File: src/rtl/game_if.sv
`default_nettype none
// ============================================================================
// game_if : player-group game control signals with controller/host modports
// Rev 1.0
// ============================================================================
interface game_if #(
  parameter int SCORE_W = 10
);
  logic               button_up;
  logic               crash;
  logic               game_tick;
  logic               countdown_en;
  logic               game_start_pulse;
  logic               game_over_pulse;
  logic               playing;
  logic               game_over;
  logic [SCORE_W-1:0] score;

  modport master (
    output button_up, crash,
    input  game_tick, countdown_en, game_start_pulse, game_over_pulse,
           playing, game_over, score
  );

  modport slave (
    input  button_up, crash,
    output game_tick, countdown_en, game_start_pulse, game_over_pulse,
           playing, game_over, score
  );
endinterface
`default_nettype wire

File: src/rtl/game_state_controller.sv
`default_nettype none
// ============================================================================
// game_state_controller : IDLE/PLAYING/OVER sequencer, tick/debounce strobes, score
// Rev 1.0
// ============================================================================
module game_state_controller #(
  parameter int TICK_DIV = 50000,
  parameter int DEB_DIV  = 1000,
  parameter int HOLDOFF  = 32,
  parameter int SCORE_W  = 10
) (
  input  wire logic clk,
  input  wire logic reset_n,
  game_if.slave     bus
);
  localparam int c_PRE_W = $clog2(TICK_DIV);
  localparam int c_DEB_W = $clog2(DEB_DIV);
  localparam int c_HO_W  = $clog2(HOLDOFF + 1);

  localparam logic [c_PRE_W-1:0] c_PRE_MAX   = c_PRE_W'(TICK_DIV - 1);
  localparam logic [c_DEB_W-1:0] c_DEB_MAX   = c_DEB_W'(DEB_DIV - 1);
  localparam logic [c_HO_W-1:0]  c_HOLD      = c_HO_W'(HOLDOFF);
  localparam logic [SCORE_W-1:0] c_SCORE_MAX = '1;

  localparam logic [1:0] c_IDLE    = 2'd0;
  localparam logic [1:0] c_PLAYING = 2'd1;
  localparam logic [1:0] c_OVER    = 2'd2;

  logic [1:0]         r_state;
  logic [1:0]         w_next;
  logic               r_btn_prev;
  logic               r_armed;
  logic [c_DEB_W-1:0] r_deb;
  logic [c_PRE_W-1:0] r_pre;
  logic [c_HO_W-1:0]  r_hold;
  logic [SCORE_W-1:0] r_score;
  logic               r_tick;
  logic               r_cd;
  logic               r_start;
  logic               r_over;
  logic               w_rise;
  logic               w_wrap;
  logic               w_hold_done;
  logic               w_enter_play;
  logic               w_enter_over;
  logic               w_tick;

  // r_armed blocks a rise until the button has been seen low after reset
  assign w_rise      = bus.button_up & ~r_btn_prev & r_armed;
  assign w_wrap      = (r_pre == c_PRE_MAX);
  assign w_hold_done = (r_hold == c_HOLD);

  always_ff @(posedge clk or negedge reset_n) begin
    if (!reset_n) begin
      r_state <= c_IDLE;
    end else begin
      r_state <= w_next;
    end
  end

  always_comb begin
    w_next = c_IDLE;
    case (r_state)
      c_IDLE:    w_next = w_rise ? c_PLAYING : c_IDLE;
      c_PLAYING: w_next = bus.crash ? c_OVER : c_PLAYING;
      c_OVER:    w_next = (w_rise && w_hold_done) ? c_PLAYING : c_OVER;
      default:   w_next = c_IDLE;
    endcase
  end

  always_comb begin
    w_enter_play = 1'b0;
    w_enter_over = 1'b0;
    w_tick       = 1'b0;
    w_enter_play = (w_next == c_PLAYING) && (r_state != c_PLAYING);
    w_enter_over = (w_next == c_OVER) && (r_state != c_OVER);
    // a crash coinciding with a wrap suppresses the tick
    w_tick       = w_wrap && (r_state == c_PLAYING) && !bus.crash;
  end

  always_ff @(posedge clk or negedge reset_n) begin
    if (!reset_n) begin
      r_btn_prev <= 1'b0;
      r_armed    <= 1'b0;
      r_deb      <= '0;
      r_cd       <= 1'b0;
      r_pre      <= '0;
      r_hold     <= '0;
      r_tick     <= 1'b0;
      r_start    <= 1'b0;
      r_over     <= 1'b0;
      r_score    <= '0;
    end else begin
      r_btn_prev <= bus.button_up;
      r_armed    <= r_armed | ~bus.button_up;

      r_deb <= (r_deb == c_DEB_MAX) ? '0 : r_deb + 1'b1;
      r_cd  <= (r_deb == c_DEB_MAX);

      if (w_enter_play || w_wrap) begin
        r_pre <= '0;
      end else begin
        r_pre <= r_pre + 1'b1;
      end

      if (w_enter_over) begin
        r_hold <= '0;
      end else if ((r_state == c_OVER) && w_wrap && !w_hold_done) begin
        r_hold <= r_hold + 1'b1;
      end

      r_tick  <= w_tick;
      r_start <= w_enter_play;
      r_over  <= w_enter_over;

      if (w_enter_play) begin
        r_score <= '0;
      end else if (w_tick && (r_score != c_SCORE_MAX)) begin
        r_score <= r_score + 1'b1;
      end
    end
  end

  assign bus.game_tick        = r_tick;
  assign bus.countdown_en     = r_cd;
  assign bus.game_start_pulse = r_start;
  assign bus.game_over_pulse  = r_over;
  assign bus.playing          = (r_state == c_PLAYING);
  assign bus.game_over        = (r_state == c_OVER);
  assign bus.score            = r_score;
endmodule
`default_nettype wire

File: src/flat_wrapper.sv
// flat-port wrapper written by rule: the top's interface ports become plain ports
module game_state_controller_flat 
#(
  parameter int TICK_DIV = 50000,
  parameter int DEB_DIV  = 1000,
  parameter int HOLDOFF  = 32,
  parameter int SCORE_W  = 10
)
  (clk, reset_n, bus_button_up, bus_crash, bus_game_tick, bus_countdown_en, bus_game_start_pulse, bus_game_over_pulse, bus_playing, bus_game_over, bus_score);
  game_if #(.SCORE_W(SCORE_W)) bus_i ();
  input  wire logic clk;
  input  wire logic reset_n;
  input wire logic [$bits(bus_i.button_up)-1:0] bus_button_up;
  input wire logic [$bits(bus_i.crash)-1:0] bus_crash;
  output wire logic [$bits(bus_i.game_tick)-1:0] bus_game_tick;
  output wire logic [$bits(bus_i.countdown_en)-1:0] bus_countdown_en;
  output wire logic [$bits(bus_i.game_start_pulse)-1:0] bus_game_start_pulse;
  output wire logic [$bits(bus_i.game_over_pulse)-1:0] bus_game_over_pulse;
  output wire logic [$bits(bus_i.playing)-1:0] bus_playing;
  output wire logic [$bits(bus_i.game_over)-1:0] bus_game_over;
  output wire logic [$bits(bus_i.score)-1:0] bus_score;
  assign bus_i.button_up = bus_button_up;
  assign bus_i.crash = bus_crash;
  assign bus_game_tick = bus_i.game_tick;
  assign bus_countdown_en = bus_i.countdown_en;
  assign bus_game_start_pulse = bus_i.game_start_pulse;
  assign bus_game_over_pulse = bus_i.game_over_pulse;
  assign bus_playing = bus_i.playing;
  assign bus_game_over = bus_i.game_over;
  assign bus_score = bus_i.score;
  game_state_controller #(.TICK_DIV(TICK_DIV), .DEB_DIV(DEB_DIV), .HOLDOFF(HOLDOFF), .SCORE_W(SCORE_W)) u_core (.clk(clk), .reset_n(reset_n), .bus(bus_i));
endmodule
File: config.mk
export PLATFORM = sky130hd
export DESIGN_NAME = game_state_controller_flat
export DESIGN_NICKNAME = d
export VERILOG_FILES = /design/src/rtl/game_if.sv /design/src/rtl/game_state_controller.sv /design/src/flat_wrapper.sv
export SDC_FILE = /design/constraint.sdc
export NUM_CORES = 1
export LEC_CHECK = 0
export CORE_ASPECT_RATIO = 1.2
export CORE_MARGIN = 2
export CORE_UTILIZATION = 30
export DETAILED_ROUTE_END_ITERATION = 12
export GPL_TIMING_DRIVEN = 0
export PLACE_DENSITY = 0.57
export REMOVE_ABC_BUFFERS = 1
export SYNTH_ARGS = -nofsm -noshare
export SYNTH_HDL_FRONTEND = slang
export SYNTH_SLANG_ARGS = --single-unit
File: constraint.sdc
create_clock -name clk -period 2.6 [get_ports clk]
set_clock_uncertainty 0.05 [all_clocks]
set_input_delay 0.52 -clock clk [delete_from_list [all_inputs] [get_ports clk]]
set_output_delay 0.52 -clock clk [all_outputs]
set_load 0.01 [all_outputs]
* Word level (Yosys, flattened, before mapping)
Cells that the tools add are included.
** Storage, ports and cells
- Bits in registers :: 50
- Input port bits :: 4
- Output and inout bits :: 16
- Word-level logic and storage cells :: 54
** Cells by class
- $add $sub $neg :: 4
- Equal/unequal tests :: 10
- Mux-type cells :: 10
- Bitwise logic cells :: 5
- Reduce and logical (&&, ||, !) cells :: 14
** Operators by type and width (number)
- $mux 10 :: 3
- $add 10x1->10 const B :: 2
- $add 16x1->16 const B :: 1
- $eq 16x16->1 const B :: 1
- $mux 16 :: 1
- $mux 6 :: 2
- $eq 10x10->1 const B :: 1
- $ne 10x10->1 const B :: 1
- $logic_and 1x1->1 :: 8
- $add 6x1->6 const B :: 1
- $eq 6x6->1 const B :: 1
- $pmux 2 s3 :: 1
- $eq 2x1->1 const B :: 2
- $eq 2x2->1 const B :: 2
- $mux 2 :: 2
- $reduce_bool 2->1 :: 2
- $and 1x1->1 :: 2
- $logic_not 1->1 :: 2
- $logic_not 2->1 :: 1
- $ne 2x1->1 const B :: 1
- $ne 2x2->1 const B :: 1
- $not 1->1 :: 2
- $logic_or 1x1->1 :: 1
- $mux 1 :: 1
- $or 1x1->1 :: 1

* Longest topological paths before layout
- Depth in word-level cells :: 10
- Mapped depth :: 8

* Worst setup path after synthesis
No wires, ideal clock.
- Path type :: flip-flop to flip-flop
- From :: register u_core.r_pre[0]
- To :: register u_core.r_score[6], in the netlist u_core.bus.score[6]
- Library setup time :: 0.078 ns
- Arrival time :: 2.056 ns
- Data required time :: 2.472 ns
- Path slack :: 0.416 ns
- Stages on the path, launching flop included :: 8
- Buffers on the path :: 1
- Cells stage by stage :: dfrtp_1 ha_1 and3_1 nand3_1 or4_1 buf_2 or4_1 a21oi_1
** On the way
- Longest elaborated chain between the ends :: 5
** RTL lines
- start: declaration :: RTL line game_state_controller.sv:34 : logic [c_PRE_W-1:0] r_pre;
- start signal: assignment :: RTL line game_state_controller.sv:103 : r_pre <= r_pre + 1'b1;
- $eq 16x16->1 :: RTL line game_state_controller.sv:50 : assign w_wrap = (r_pre == c_PRE_MAX);
- $logic_and 1x1->1 (2 in series) :: RTL line game_state_controller.sv:78 : w_tick = w_wrap && (r_state == c_PLAYING) && !bus.crash;
- $logic_and 1x1->1 :: RTL line game_state_controller.sv:118 : end else if (w_tick && (r_score != c_SCORE_MAX)) begin
- $reduce_bool 2->1 (no line)
- end signal: assignment :: RTL line game_state_controller.sv:119 : r_score <= r_score + 1'b1;
- end: declaration :: RTL line game_state_controller.sv:36 : logic [SCORE_W-1:0] r_score;
No other way between the ends.
A chain may end at the register's enable or synchronous reset.

* Worst setup path after layout
Same ends and word-level chain as after synthesis.

==> out/qor.csv <==
metric,value,unit
vias,1734,
synthTopCellsByArea,"dfrtp_1 (53%), nor2_1 (5.9%), xor2_1 (4.8%)",
drive_gt1_share,5.75,%
areaGrowthSynthToFinish,18.1,%
max_cap_violations,0,
design_area,2790,um^2
antenna_found_initial,0,
grt_overflow,0,
crit_required,2780,ps
rsz0062_at_grt,false,
outcome,"finished, final reports clean",
yosys.area.top_type,dfrtp_1,
cp_top_family,simple AND/OR/NAND/NOR gates,
grt_pass1_vias,1714,
initialDrtViolationCount,95,
totalWireLength,4.35,mm
cp_cell_sequence,"ha_1, and3_1, nand3_1, or4_4, or4_1, a21oi_1",
finalPower,1.74,mW
use_met2,18.8,%
leakagePower,1.17,nW
gp_congestion,0.777,
synth.avg_cell_area,9.87,um^2
grt_max_degree,36,
max_stage_delay,600,ps
slew_headroom,53.0,%
cts_buffers,5,
endpoint_kind,flip-flop,
crit_buf_inv,0,
drc,0,
clkSinkCount,50,
wl_per_cell,12.3,um
clock_latency,310,ps
drt_first_pass_iters,4,
via_per_inst,4.91,
finalSetupViolCount,0,
antennaDiodeCount,0,
fin_crit,2370,ps
fmax,422,MHz
io_pins,20,
slowest_stage,or4_4,
grt_use_met3,1.96,%
clkTransAtPathRegs,100,ps
crit_fanout,8,
nNetsFinal,269,
numPortBuffers,19,
grt_util_met1,13.7,%
ant_nets,0,
core,7660,um^2
die_h,101,um
cts_setup_buffers,0,
grtUsageTotal,11.1,%
syn_area,2360,um^2
dieArea,8590,um^2
finalHoldViolations,0,
fp.dieW,84.9,um
min-delay-path-class,primary input to async pin,
tightest_slew,703,ps
ys.flop_type,dfrtp_1,
arrival,2550,ps
cts_tree,yes,
start_kind,flip-flop,
postCtsHoldBufs,0,
synth-edff-count,0,
row_count,35,
clockBufferDepth,2,
root_buffer,clkbuf_8,
busiest_layer,met2,
yosysSeqAreaShare,53.1,%
synthArstFlopShare,100,%
slew_viol_final,0,
dp_hpwl,3.15,mm
critPathKind,flip-flop to flip-flop,
ys_seq_elements,50,
ir_worst_vdd,0.000353,V
synth_top_area_share,53.1,%
finalSetupTns,0,ps
worstSetupStartpoint,u_core.r_pre[0],
initial_core_util,30.8,%
yosys_warnings,0,
p_per_area,626,nW/um^2
synth.distinct_cells,34,
r2r-start,u_core.r_pre[0],
htree_levels,2,
place_area,2660,um^2
synthCells,239,
min_period_over_period,91.2,%
grt_pass1_wl,7.85,mm
==> per-stage QoR <==
stage	utilization, %	std cells	setup slack [ps]	hold WS [ps]
global placement	34.4	344	-847	398
floorplan	-	233	388	174
detailed placement	34.7	345	-265	403
CTS	36.2	353	39.0	66.1
global route	36.4	353	8.50	76.8
finish	36.4	353	229	55.2
==> state kept, by name (all words and copies together), names as in the netlist, 2 cells and up <==
register and flops:
u_core.r_pre 16, u_core.bus.score 10, u_core.r_deb 10, u_core.r_hold 6
u_core.r_state 2
==> placed cells by master, fill, tap and decap left out, types with 2 or more instances in the layout <==
cell type	instances
dfrtp_1	50
nor2_1	37
nand3_1	19
clkdlybuf4s50_1	18
nand2_1	14
xor2_1	13
xnor2_1	11
o21ai_0	9
inv_1	9
a21oi_1	9
nand4_1	8
or3_1	7
nor3_1	5
and3_1	5
nor4_1	5
ha_1	5
clkbuf_8	5
nand2b_1	4
nor2b_1	3
or4_1	3
and4_1	2
mux2i_1	2
==> cell families after synthesis <==
group	count (synthesis)	share of synthesized area, %
compound gates	23	5.57
xor+xnor	24	8.91
fa+ha+maj	5	2.65
buf+inv	15	2.49
flops	50	53.1
mux	2	0.849
simple gates	120	26.5
==> path summary, 6_finish.rpt <==
| kind | depth (start not counted) | slack [ps] | end |
|---|---|---|---|
| max reg2reg | 6 | 230 | u_core.bus.score[6] |
| min in group clk | 1 | 410 | u_core.r_deb[0] |
| min reg2reg | 1 | 410 | u_core.r_deb[0] |
| max | 6 | 230 | u_core.bus.score[6] |
| min | 1 | 60 | u_core.r_hold[0] |
| max in group asynchronous | 2 | 1940 | u_core.bus.score[0] |
==> routing by layer <==
| layer | share of wire [%] | up-vias |
|---|---|---|
| met5 | 0 | - |
| met4 | 2.2 | 0 |
| met3 | 2.9 | 6 |
| met2 | 49 | 27 |
| met1 | 46 | 831 |
| li1 | - | 870 |
==> cells in the mapped netlist, types with 2 or more instances <==
cell type / n
or3_1: 7
nor4_1: 5
and3_1: 5
inv_1: 9
o21ai_0: 9
nand2b_1: 4
ha_1: 5
nand3_1: 19
buf_2: 2
or4_1: 4
clkbuf_1: 4
xnor2_1: 11
nand2_1: 14
dfrtp_1: 50
nor2b_1: 3
a21oi_1: 9
and4_1: 2
mux2i_1: 2
nor2_1: 37
nand4_1: 8
nor3_1: 5
xor2_1: 13
==> report_power, final <==
| part | switching, mW | internal, mW | total, mW |
|---|---|---|---|
| sequential | 0.0696 | 0.844 | 0.913 |
| clock | 0.274 | 0.292 | 0.566 |
| combinational | 0.145 | 0.120 | 0.265 |
==> repair_timing <==
| action | in CTS | in global routing |
|---|---|---|
| hold endpoints to repair | 0 | 0 |
| gates resized for setup | 0 | 2 |
| endpoints found under the setup margin | 0 | 17 |
==> layout make-up <==
cell class,count,area (um^2)
clock inverter,3,47.5
clock buffer,5,68.8
sequential,50,1250
timing repair buffer,20,205
multi-input combinational,174,1060
tap,92,115
inverter,9,33.8
fill,766,4880
Note: power is estimated with default switching activity, not from simulation.
